## src/rtl/fd_inst_queue.sv

```systemverilog
// Fetch-to-decode instruction queue: circular FIFO of {PC, Instr, AdEL} with
// show-ahead head presentation, flush on redirect and fetch back-pressure.
module fd_inst_queue #(
    parameter int unsigned DEPTH = 4,
    parameter logic [31:0] PC_LO = 32'h0000_3000,
    parameter logic [31:0] PC_HI = 32'h0000_6FFC
) (
    input  logic                     clk,
    input  logic                     reset,
    input  logic [31:0]              F_Instr,
    input  logic [31:0]              F_PC,
    input  logic                     F_valid,
    output logic                     F_en,
    input  logic                     flush,
    input  logic                     D_ready,
    output logic                     D_valid,
    output logic [31:0]              D_Instr,
    output logic [31:0]              D_PC,
    output logic                     D_excAdEL,
    output logic [$clog2(DEPTH):0]   count
);

    localparam int unsigned AW = $clog2(DEPTH);
    localparam int unsigned CW = AW + 1;
    localparam logic [CW-1:0] FULL = CW'(DEPTH);

    logic [DEPTH-1:0][31:0] pc_mem;
    logic [DEPTH-1:0][31:0] instr_mem;
    logic [DEPTH-1:0]       adel_mem;
    logic [AW-1:0]          rptr;
    logic [AW-1:0]          wptr;

    logic        enq;
    logic        deq;
    logic        in_adel;
    logic [31:0] in_instr;

    // Misaligned or out-of-window fetches are stored as a bubble carrying the error flag.
    always_comb begin
        in_adel  = (F_PC[1:0] != 2'b00) || (F_PC < PC_LO) || (F_PC > PC_HI);
        in_instr = in_adel ? '0 : F_Instr;
    end

    always_comb begin
        F_en    = (count != FULL);
        D_valid = (count != '0);
        enq     = F_valid && F_en && !flush;
        deq     = D_valid && D_ready && !flush;
    end

    always_comb begin
        D_Instr   = '0;
        D_PC      = '0;
        D_excAdEL = 1'b0;
        if (D_valid) begin
            D_Instr   = instr_mem[rptr];
            D_PC      = pc_mem[rptr];
            D_excAdEL = adel_mem[rptr];
        end
    end

    always_ff @(posedge clk or posedge reset) begin
        if (reset) begin
            pc_mem    <= '0;
            instr_mem <= '0;
            adel_mem  <= '0;
            rptr      <= '0;
            wptr      <= '0;
            count     <= '0;
        end else if (flush) begin
            rptr  <= '0;
            wptr  <= '0;
            count <= '0;
        end else begin
            if (enq) begin
                pc_mem[wptr]    <= F_PC;
                instr_mem[wptr] <= in_instr;
                adel_mem[wptr]  <= in_adel;
                wptr            <= wptr + AW'(1);
            end
            if (deq) begin
                rptr <= rptr + AW'(1);
            end
            // Write side is already gated by F_en, so count can never pass DEPTH.
            if (enq && !deq) begin
                count <= count + CW'(1);
            end else if (deq && !enq) begin
                count <= count - CW'(1);
            end
        end
    end

endmodule

```

## config.mk

```make
export PLATFORM = sky130hd
export DESIGN_NAME = fd_inst_queue
export DESIGN_NICKNAME = d
export VERILOG_FILES = /design/src/rtl/fd_inst_queue.sv
export SDC_FILE = /design/constraint.sdc
export NUM_CORES = 1
export LEC_CHECK = 0
export ABC_AREA = 1
export CORE_ASPECT_RATIO = 0.8
export CORE_UTILIZATION = 50
export DETAILED_ROUTE_END_ITERATION = 7
export GPL_TIMING_DRIVEN = 1
export MAX_ROUTING_LAYER = met4
export PLACE_DENSITY = 0.72
export REMOVE_ABC_BUFFERS = 1
export SYNTH_ARGS = -nofsm -noshare
export SYNTH_HDL_FRONTEND = slang
export SYNTH_SLANG_ARGS = --single-unit
```

## constraint.sdc

```tcl
create_clock -name clk -period 12.69 [get_ports clk]
set_input_delay 2.538 -clock clk [delete_from_list [all_inputs] [get_ports clk]]
set_output_delay 2.538 -clock clk [all_outputs]
set_load 0.01 [all_outputs]
```

Word-level counts from Yosys, hierarchy flattened. Index checks and enable logic that the tools add are counted.

Register bits: 267. Latch bits: 0. RAM bits: 0. ROM bits: 0. Output and inout port bits: 70. Logic and storage cells: 65. Memories: 0.

Add/subtract/negate cells: 4. Multipliers: 0. Divide/modulo/power cells: 0. $lt $le $gt $ge: 5. Equality and inequality tests: 1. Shift operators: 0. Mux-type cells: 24. Bitwise operators: 1. Reductions and logical operators: 18.

Operator list (number): $bwmux W128 (2); $mux W32 (6); $bmux W32 S2 (2); $demux W32 S2 (1); $gt A32 B15 Y1 const B (1); $lt A32 B14 Y1 const B (1); $mux W3 (3); $mux W2 (4); $logic_and A1 B1 Y1 (7); $lt A2 B3 Y1 const B (2); $reduce_bool A2 Y1 (3); $reduce_bool A3 Y1 (2); $add A2 B1 Y2 const B (2); $bwmux W4 (1); $add A3 B1 Y3 const B (1); $logic_not A1 Y1 (3); $mux W1 (3); $ne A3 B3 Y1 const B (1); $sub A3 B1 Y3 const B (1); $bmux W1 S2 (1); $demux W1 S2 (1); $ge A2 B1 Y1 const B (1); $logic_or A1 B1 Y1 (2); $reduce_and A2 Y1 (1); $not A1 Y1 (1).

Depth between registers and ports, before layout.
Depth after elaboration: 8. Mapped depth: 12. Gate-level depth less buffers: 12.

Worst setup path after synthesis. Ideal clock, no wire load.

Path kind: register to output. Start: reg count[1]. End: out D_Instr[12]. Arrival: 1.410 ns. Path slack: 8.742 ns. Stages on the path, launching flop included: 7. Cell sequence: dfrtp_1 inv_1 nand3_1 inv_1 buf_2 buf_1 a21oi_1.

Longest elaborated chain between the ends: 2.

RTL lines: start, declared (line 20) `output logic [$clog2(DEPTH):0] count`; start signal, assigned (line 86) `count <= count + CW'(1);`; start signal, assigned (line 88) `count <= count - CW'(1);`; $reduce_bool A3 Y1 (line 46) `D_valid = (count != '0);`; via D_valid (line 16) `output logic D_valid,`; $mux W32 (line 55) `if (D_valid) begin`; end, declared (line 17) `output logic [31:0] D_Instr,`.

The timed path passes the listed nets, and every way through them passes these cells.

Final worst setup path.
Start: reg rptr[1]. End: out D_Instr[7].

Longest elaborated chain between the ends: 3.

RTL lines: start, declared (line 30) `logic [AW-1:0] rptr;`; start signal, assigned (line 82) `rptr <= rptr + AW'(1);`; $bmux W32 S2 (line 56) `D_Instr = instr_mem[rptr];`; $mux W32 (implied by the code) (line 56); $mux W32 (line 55).

No other way between the ends. The select of a mux whose other input is x is not followed.

==> run summary <==
## Logic synthesis
• **Mapped Cells** 1539
• **top-area cell type share of the netlist area** 0.530
• **top area cells in the synthesized netlist** dfrtp_1 53%, nand2_1 9.7%, o21ai_0 8.8%
• **leading register cell type out of synthesis** dfrtp_1
• **share of the yosys chip area belonging to registers** 0.530
• **synthesized cell area** 0.0126 mm^2
• **asr flop ratio synth** 1.00
• **Seq cells post-synth** 267
• **number of enable-type register cells in the synthesized netlist** 0
• **Synthesis Warnings** 0
• **distinct cell type count of the synthesized netlist** 23
• **most area-hungry cell type in the Yosys netlist** dfrtp_1
• **per-instance average area after synthesis** 8.19 um^2

## Run
• **number of max-cap violations** 0

## Cells and area
• **growth of design area from synthesis to finish** 16.4%
• **finished layout cell area** 0.0147 mm^2
• **Util after Layout** 0.597
• **fraction of final layout cells sized beyond drive strength 1** 0.0450
• **number of fillers in the final layout** 2225
• **final net count** 1676
• **total inserted antenna cells** 0

## STA
• **Worst Hold Slack** 0.476 ns
• **sum of negative setup slack** 0 ns
• **Least-Margin Pin Slew** 1.17 ns
• **Fin Clk Skew** 0.00739 ns
• **final count of hold timing violations** 0
• **post-layout minimum cycle time** 5.84 ns
• **max-slew violation count** 0
• **count of final setup violators** 0
• **unrepaired setup endpoints after global routing** no
• **slew margin rel.** 0.222
• **Tcrit/Tclk final** 0.460
• **timing-limited maximum frequency** 171 MHz

## Setup path
• **largest stage delay on the critical path** 0.78 ns
• **critical path, cell by cell** buf_4, o211ai_1, a21oi_1, clkdlybuf4s50_1
• **worst path buffer plus inverter count** 2
• **delay-heaviest family, CP** buffers and inverters
• **category of the worst setup path launch point** register
• **peak fanout along the critical path** 74
• **Crit-path slowest cell** buf_4
• **data required time of the worst path** 10.15 ns
• **crit end category** output pin
• **worst path arrival time** 3.30 ns
• **Worst Setup Path Type** reg -> out

## Detailed routing
• **number of nets with antenna violations after detailed routing** 0
• **routed via count divided by cell count** 5.49
• **detailed-route DRC error count** 16
• **via total after detailed routing** 10600
• **first-pass iteration count of the detailed router** 7
• **routed wire length per instance** 15.9 um
• **count of routing violations after the opening detailed-route iteration** 971
• **Routed Wire Length** 30800 um

## Die
• **boundary pin count** 139
• **vertical die dimension** 144 um
• **overall die area** 0.0258 mm^2
• **die width** 179 um
• **core area** 0.0246 mm^2
• **standard-cell row count** 51
• **initial cell density of the core** 0.513

## Placed design
• **cell area after placement** 0.0138 mm^2
• **GP Congestion** 0.822
• **number of buffers inserted by port buffering** 138
• **Detail Placement HPWL** 17200 um

## CTS
• **clk sinks** 267
• **number of buffers on the longest clock path** 3
• **level count of the clock H-tree** 1
• **cells resized by post-CTS repair** 0
• **clock edge transition at the registers on the reported setup and hold paths** 0.06 ns
• **insertion delay to the later sink of the worst-skew pair** 0.53 ns
• **cts-stage hold buffer count** 0
• **number of CTS-inserted buffers** 27
• **clk root buf** clkbuf_16
• **TritonCTS clock tree** done
• **buffers inserted during post-CTS setup optimization** 0

## Global routing
• **first-pass GRT wire length** 51300 um
• **overall routing resource usage** 0.250
• **gr ovfl total** 0
• **largest net degree at the start of global routing** 120
• **number of antenna violations at the first check in global routing** 0
• **vias in the first global route** 10200

## Outcome
• **violations in the final reports** design-rule violations
• **run status** complete, but fails checks

## Power and ir drop
• **pwr/cell area** 208 mW/mm^2
• **IR drop worst, VDD** 0.174 mV
• **standby leakage power** 6.76 nW

## Hold path
• **kind of path behind the tightest hold check** reg -> reg

sequential cells by signal (all words and copies together), names as in the netlist:
signal     flops
adel_mem       4
count          3
instr_mem    128
pc_mem       128
rptr           2
wptr           2
final cells by class:
cell class / instances / area (um^2) / area share
flip-flops and latches: 267 / 6690 / 0.456
multi-input cells: 1027 / 4790 / 0.327
repair buffers: 151 / 1480 / 0.101
clock buffers: 38 / 747 / 0.0509
inverters: 128 / 489 / 0.0334
well taps: 318 / 398 / 0.0271
clock inverters: 10 / 75.1 / 0.00512
cell usage in the layout (no fill, tap or decap), types with 2 or more instances in the layout:
cell type	n
clkbuf_16	27
nand2_1	324
inv_1	119
nor2_4	3
dfrtp_1	265
clkbuf_1	8
clkdlybuf4s50_1	138
ha_1	4
inv_2	7
clkinv_2	10
nand3_4	2
a21oi_1	101
o211ai_1	44
buf_4	13
o21ai_0	221
nand4_1	4
dfrtp_4	2
o21ai_1	70
nand3_1	122
nor2_1	126
clkbuf_8	3
nor2_2	3
metrics by stage:
step	worst slack, ns	cells	power [W]
after floorplan	2.80	1422	0.00186
after global placement	6.96	1891	0.00228
after detailed placement	6.95	1891	0.00231
after CTS	6.90	1939	0.00307
after global routing	6.63	1939	0.00327
final	6.85	1939	0.00305
logic make-up after synthesis:
logic type,after synthesis,share of synthesized area
and+or+nand+nor,586,0.192
AOI/OAI and AO/OA,436,0.182
DFF,267,0.530
buffers and inverters,245,0.0903
adders and majority gates,5,0.00556
worst min-delay path, stage by stage (launching register included):
cell,delay (ns)
dfrtp_1,0.34
nand2_1,0.05
nand2_1,0.05
metal layers:
| layer | part of all wire | up-vias | track usage | routed length, um |
|---|---|---|---|---|
| met5 | 0 | - | - | 0 |
| met4 | 0.016 | 0 | 0.0490 | 479 |
| met3 | 0.065 | 38 | 0.0330 | 2000 |
| met2 | 0.44 | 342 | 0.390 | 13600 |
| met1 | 0.48 | 5097 | 0.353 | 14600 |
| li1 | - | 5168 | - | - |
synthesized netlist by cell type (all sizes together), types with 4 or more instances:
cell / count
o211ai: 44
inv: 128
nand3: 124
buf: 73
a21oi: 101
o21ai: 291
dfrtp: 267
nand4: 4
clkbuf: 44
nor2: 132
ha: 4
nand2: 325
worst paths after layout:
kind / start / to / slack [ns] / depth (start not counted)
worst max-delay path: rptr[1] / D_Instr[7] / 6.85 / 4
worst min-delay path: instr_mem[25] / instr_mem[25] / 0.48 / 2
worst max register to register: count[0] / pc_mem[21] / 9.96 / 9
worst min register to register: instr_mem[25] / instr_mem[25] / 0.48 / 2
max in group asynchronous: reset / instr_mem[39] / 7.63 / 4
min in group asynchronous: reset / pc_mem[75] / 2.57 / 2
report_power, final:
part / switching, W / internal (W) / total (W)
clock network: 0.000322 / 0.000428 / 0.000751
registers: 0.000137 / 0.00112 / 0.00126
logic: 0.000595 / 0.000451 / 0.00105
total: 0.00105 / 0.00200 / 0.00305
Power figures use the tool's default switching activity.
